$ cat src/rtl/wordcell_array_pkg.sv
// Shared types and constants for the wordcell_array storage block.
package wordcell_array_pkg;

   typedef enum logic {
      ST_CLEAR = 1'b0,
      ST_IDLE  = 1'b1
   } state_t;

   localparam logic OP_READ  = 1'b0;
   localparam logic OP_WRITE = 1'b1;

endpackage

$ cat src/rtl/masked_word_reg.sv
// One storage row: DW data bits with per-bit write mask, plus an optional
// even-parity bit recomputed from the merged word on every write.
// Contents are not reset; the owner zeroes them with a clear sweep.
module masked_word_reg #(
   parameter int DW     = 8,
   parameter bit PAR_EN = 1'b0
) (
   input  logic          clk,
   input  logic          we,
   input  logic [DW-1:0] mask,
   input  logic [DW-1:0] din,
   output logic [DW-1:0] data,
   output logic          par
);

   logic [DW-1:0] data_q;
   logic [DW-1:0] merged;

   assign merged = (data_q & ~mask) | (din & mask);
   assign data   = data_q;

   // Masked row update: unmasked bits keep their old value.
   always_ff @(posedge clk) begin
      if (we) data_q <= merged;
   end

   generate
      if (PAR_EN) begin : g_par
         logic par_q;
         // Parity tracks the merged word, so a zero sweep stores parity 0.
         always_ff @(posedge clk) begin
            if (we) par_q <= ^merged;
         end
         assign par = par_q;
      end else begin : g_nopar
         assign par = 1'b0;
      end
   endgenerate

endmodule

$ cat src/rtl/wordcell_array.sv
// DEPTH x WIDTH word array with req/ready handshake, per-bit write mask,
// registered read data (latency 1) and a hardware zeroing sweep after reset
// or on clear_req. Optional stored parity: define WORDCELL_ARRAY_PARITY_EN.
module wordcell_array
   import wordcell_array_pkg::*;
#(
   parameter int WIDTH = 8,
   parameter int DEPTH = 16,
   parameter int AW    = $clog2(DEPTH)
) (
   input  logic             clk,
   input  logic             rst_n,
   input  logic             req,
   input  logic             op,
   input  logic [AW-1:0]    addr,
   input  logic [WIDTH-1:0] wmask,
   input  logic [WIDTH-1:0] in_bus,
   input  logic             clear_req,
   output logic             ready,
   output logic [WIDTH-1:0] out_bus,
   output logic             out_valid,
   output logic             addr_err,
   output logic             busy,
   output logic             parity_err
);

`ifdef WORDCELL_ARRAY_PARITY_EN
   localparam bit PAR_EN = 1'b1;
`else
   localparam bit PAR_EN = 1'b0;
`endif

   state_t           state;
   logic [AW-1:0]    clr_cnt;
   logic             clearing;
   logic             accept, acc_wr, acc_rd;
   logic             hit;
   logic             rd_par;
   logic [WIDTH-1:0] rd_data;
   logic [WIDTH-1:0] row_mask, row_din;
   logic [WIDTH-1:0] row_data [DEPTH];
   logic [DEPTH-1:0] row_par;
   logic [DEPTH-1:0] row_we;

   assign clearing = (state == ST_CLEAR);
   assign busy     = clearing;
   // A clear request steals the cycle, so a coincident req is refused.
   assign ready    = (state == ST_IDLE) & ~clear_req;
   assign accept   = req & ready;
   assign acc_wr   = accept & (op == OP_WRITE);
   assign acc_rd   = accept & (op == OP_READ);

   // During the sweep every row sees a full mask with zero data.
   assign row_mask = clearing ? '1 : wmask;
   assign row_din  = clearing ? '0 : in_bus;

   generate
      for (genvar i = 0; i < DEPTH; i++) begin : g_row
         assign row_we[i] = clearing ? (clr_cnt == AW'(i))
                                     : (acc_wr && (addr == AW'(i)));
         masked_word_reg #(.DW(WIDTH), .PAR_EN(PAR_EN)) u_row (
            .clk  (clk),
            .we   (row_we[i]),
            .mask (row_mask),
            .din  (row_din),
            .data (row_data[i]),
            .par  (row_par[i])
         );
      end
   endgenerate

   // Read mux; hit doubles as the range check so no address aliases a row.
   always_comb begin
      rd_data = '0;
      rd_par  = 1'b0;
      hit     = 1'b0;
      for (int i = 0; i < DEPTH; i++) begin
         if (addr == AW'(i)) begin
            rd_data = row_data[i];
            rd_par  = row_par[i];
            hit     = 1'b1;
         end
      end
   end

   // Sweep FSM plus registered response strobes and read data.
   always_ff @(posedge clk or negedge rst_n) begin
      if (!rst_n) begin
         state      <= ST_CLEAR;
         clr_cnt    <= '0;
         out_bus    <= '0;
         out_valid  <= 1'b0;
         addr_err   <= 1'b0;
         parity_err <= 1'b0;
      end else begin
         out_valid  <= acc_rd;
         addr_err   <= accept & ~hit;
         parity_err <= PAR_EN && acc_rd && hit && ((^rd_data) != rd_par);
         if (acc_rd) out_bus <= rd_data;
         case (state)
            ST_CLEAR: begin
               if (clr_cnt == AW'(DEPTH - 1)) state   <= ST_IDLE;
               else                           clr_cnt <= clr_cnt + AW'(1);
            end
            ST_IDLE: begin
               if (clear_req) begin
                  state   <= ST_CLEAR;
                  clr_cnt <= '0;
               end
            end
            default: state <= ST_CLEAR;
         endcase
      end
   end

endmodule

$ cat config.mk
export PLATFORM = sky130hd
export DESIGN_NAME = wordcell_array
export DESIGN_NICKNAME = d
export VERILOG_FILES = /design/src/rtl/wordcell_array_pkg.sv /design/src/rtl/masked_word_reg.sv /design/src/rtl/wordcell_array.sv
export SDC_FILE = /design/constraint.sdc
export NUM_CORES = 1
export LEC_CHECK = 0
export CAP_MARGIN = 10
export CORE_UTILIZATION = 30
export CTS_BUF_LIST = sky130_fd_sc_hd__clkbuf_2
export CTS_CLUSTER_SIZE = 30
export DETAILED_ROUTE_END_ITERATION = 16
export MAX_ROUTING_LAYER = met4
export PLACE_DENSITY_LB_ADDON = 0.1
export SLEW_MARGIN = 20
export SYNTH_ARGS = -nofsm -noshare
export SYNTH_HDL_FRONTEND = slang
export SYNTH_SLANG_ARGS = --single-unit
$ cat constraint.sdc
create_clock -name clk -period 2.2 [get_ports clk]
set_clock_uncertainty 0.2 [all_clocks]
set_input_delay 0.22 -clock clk [delete_from_list [all_inputs] [get_ports clk]]
set_output_delay 0.22 -clock clk [all_outputs]
set_load 0.05 [all_outputs]
==> results.md <==
* Synth warn at 0
* Final Max Tran Viols at 0
* Fraction of registers with async set/reset at a little over a tenth
* Int Power at between 5 and 6 mW
* Fin Setup TNS at 0 ns
* R2R depth at 8
* Placed Instances at approximately 1000
* CTS buffer count at 17
* Layout cell share with drive strength beyond 1 at 25.7%
* Die Span Y at between 150 and 200 µm
* Worst Path Max Fanout at 5
* CTS clock-pin slew for the worst setup and hold paths at 0.26 ns
* Routed Wire Length at 23400 µm
* Sequential share of power at 44.7%
* RSZ-0062 raised after global routing: yes
* Final setup vio count at 0
* Setup WS pre-CTS at -0.313 ns
* Register bit total from synthesis at 143
* Worst R2R Setup Slack at 0.02 ns
* Pin slew with the least headroom to its limit at 0.700 ns
* Compound-Gate Fraction of Synth Area at 12.6%
* Syn_area_per_cell at 11.6 µm²
* Fin area at approximately 8600 µm²
* Num rows at 55
* Post-synthesis sequential area ratio at 61.0%
* Fin crit share at 99.1%
* Final min period at ~2.2 ns
* Cells after Synth at 596
* Number of port buffers at 36
* Clock sink count at 143
* Outcome: finished, final reports clean
* Cell Area, Synth at 6910 µm²
* Worst-Skew Late Latency at 0.74 ns
* DP Area at 8260 µm²
* RR Startpoint: state
* Final Hold Vio Count at 0
* Final net count at 744
* Core area at 22600 µm²
* Hold Crit Class: in2reg
* Dpl hpwl at roughly 16000 µm
* CTS root buf: clkbuf_2
* Router iterations before antenna repair at 5
* Initial core utilization at 30.5%
* Simple-gate share of the synthesized area at 16.4%
* Core Util, Final at 38.1%
* Vias per Instance at 5.25
* Synth cell types at 68
* Die W at 154 µm
* Setup crit end kind: flip-flop
* Adder-cell share of the synthesized area at 0.724%
* Largest net degree at the start of global routing at 20
* Antenna violations before repair at 1
* Routed vias at 5327
* Comb pwr share at 36.8%
* Per-cell routed wire length at 23.0 µm
* Area growth, synth to finish at 24.7%
* Relative slew slack at 53.3%
* Clock network fraction of total power at approximately 19%
* Net switching power at 3.30 mW
* First-pass GRT wire length at 34900 µm
* GPL Wtd Cong at 0.870
* Max VDD drop at 0.429 mV
* CTS Buffer Depth at 2
* Synth Area in XOR/XNOR at less than 1%
* Maxcap violations at 0
* Overflow after GRT at 0
* Ports at 38
* Post-synth EDFFs at 128
* Max Fclk at between 0.4 and 0.5 GHz
* WS Path Type: reg2reg
* Htree depth at 4
* Lkg Pwr at 3.36 nW
* Antenna viol nets, final at 0
* Main combinational cell family by area after synthesis: simple AND/OR/NAND/NOR gates
* CP Launch Type: flip-flop
* GRT Util Overall at between 20% and 30%
* WP data arrival at 2.46 ns
* Die Area at 23600 µm²
* Vias in the first global route at between 5000 and 6000
* Crit path required time at 2.48 ns
* DRT iter0 DRCs at 385
* Mux contribution to synthesized area at 5.49%
* Finished Layout Cells at 1015
* Top_reg_cell synth: edfxtp_1
* PwrDens at 1030 nW/µm²
* Switching Fraction at 37.4%
* Setup crit start: state
* Worst setup margin at 0.0188 ns
* DRC errors left at 0
* CTS tree: built
## cell type report
type | count | area, µm²
Timing Repair Buffer | 135 | 1250
Clock buffer | 20 | 100
Fill cell | 2273 | 14000
Inverter | 10 | 37.5
Antenna cell | 2 | 5.00
Multi-Input combinational cell | 408 | 2510
Tap cell | 285 | 357
Sequential cell | 143 | 4220
Clock inverter | 12 | 143
## cells in the mapped netlist (3+ instances only)
| library cell | n | area share, % |
|---|---|---|
| o311ai_0 | 3 | 0.38 |
| a32oi_1 | 4 | 0.51 |
| a21oi_1 | 26 | 1.9 |
| dfrtp_1 | 15 | 5.4 |
| edfxtp_1 | 128 | 56 |
| o221ai_1 | 3 | 0.38 |
| a22oi_2 | 3 | 0.54 |
| nand2_1 | 34 | 1.8 |
| a22oi_1 | 15 | 1.6 |
| a31oi_1 | 5 | 0.45 |
| inv_1 | 6 | 0.33 |
| buf_4 | 9 | 0.98 |
| mux2i_1 | 12 | 1.7 |
| o211ai_1 | 3 | 0.33 |
| mux2_2 | 11 | 1.8 |
| clkbuf_1 | 14 | 0.76 |
| nor3b_1 | 3 | 0.33 |
| nor2_1 | 153 | 8.3 |
| ha_1 | 4 | 0.72 |
| nor3_1 | 10 | 0.72 |
| buf_2 | 7 | 0.51 |
| a32oi_2 | 4 | 0.94 |
| o22ai_1 | 12 | 1.1 |
| inv_2 | 4 | 0.22 |
| and2_1 | 10 | 0.91 |
| mux4_2 | 6 | 2.0 |
| buf_6 | 4 | 0.65 |
| nand2b_1 | 4 | 0.36 |
| nor2b_1 | 7 | 0.63 |
| nand3_1 | 5 | 0.36 |
| o21ai_0 | 22 | 1.6 |
| a221oi_1 | 3 | 0.38 |
## power by group through the flow
stage / clock [mW] / sequential (mW) / combinational, mW
after floorplan: 0 / 4.12 / 1.51
after CTS: 1.69 / 3.96 / 3.20
after global routing: 1.78 / 4.01 / 3.50
after detailed placement: 0 / 4.03 / 3.12
after global placement: 0 / 4.02 / 3.10
final: 1.64 / 3.96 / 3.25
## repair_timing
action                     in CTS  in global routing
hold endpoints to repair       15                  0
gates resized for setup        23                 15
setup buffers                   3                  1
pin swaps                       0                  0
hold buffers                    1                  0
setup endpoints to repair     127                 54
## worst max-delay path: stages (launching register included)
cell,delay [ns]
dfrtp_2,0.52
buf_6,0.15
buf_4,0.16
nand2_2,0.10
nor4_4,0.05
buf_4,0.15
a22oi_1,0.25
buf_4,0.26
nor2_1,0.07
## metal layers
metal  vias up  track usage [%]  share of wire (%)
li1       2446                -                  -
met1      2707             27.8                 45
met2       153             33.4                 49
met3        21             3.80                4.1
met4         0             7.19                2.0
met5         -                -                  0
## through the flow
stage	power, mW	hold slack, ns
after floorplan	5.63	-0.276
after global placement	7.12	0.269
after detailed placement	7.16	0.281
after CTS	8.85	0.0359
after global routing	9.30	0.0766
final	8.84	0.102
## how the worst min path moves through the flow
stage | slack [ns] | depth (start not counted) | end | from
CTS | 0.04 | 6 | out_bus[2] | addr[1]
global placement | 0.27 | 2 | out_bus[6] | out_bus[6]
global route | 0.08 | 3 | clr_cnt[0] | rst_n
floorplan | -0.28 | 0 | addr_err | rst_n
detailed placement | 0.28 | 2 | out_bus[6] | out_bus[6]
finish | 0.10 | 3 | state | clear_req
## cells in the final DEF, fill, tap and decap left out, types with 15 or more instances in the layout
| cell | Yosys | routed |
|---|---|---|
| nor2_1 | 153 | 142 |
| edfxtp_1 | 128 | 128 |
| buf_4 | 9 | 84 |
| nand2_1 | 34 | 33 |
| a21oi_1 | 26 | 26 |
| o21ai_0 | 22 | 22 |
| clkdlybuf4s50_1 | 0 | 22 |
| clkbuf_2 | 0 | 21 |
| a22oi_1 | 15 | 15 |
## kinds of logic (layout without fill, tap and decap cells)
| logic type | count (synthesis) | count (layout) |
|---|---|---|
| compound gates | 124 | 124 |
| xor+xnor | 1 | 1 |
| fa+ha+maj | 4 | 4 |
| buf+inv | 46 | 177 |
| flops | 143 | 143 |
| mux | 29 | 29 |
| other cells | 1 | 4 |
| simple gates | 248 | 248 |
Note: power is estimated with default switching activity, not from simulation.
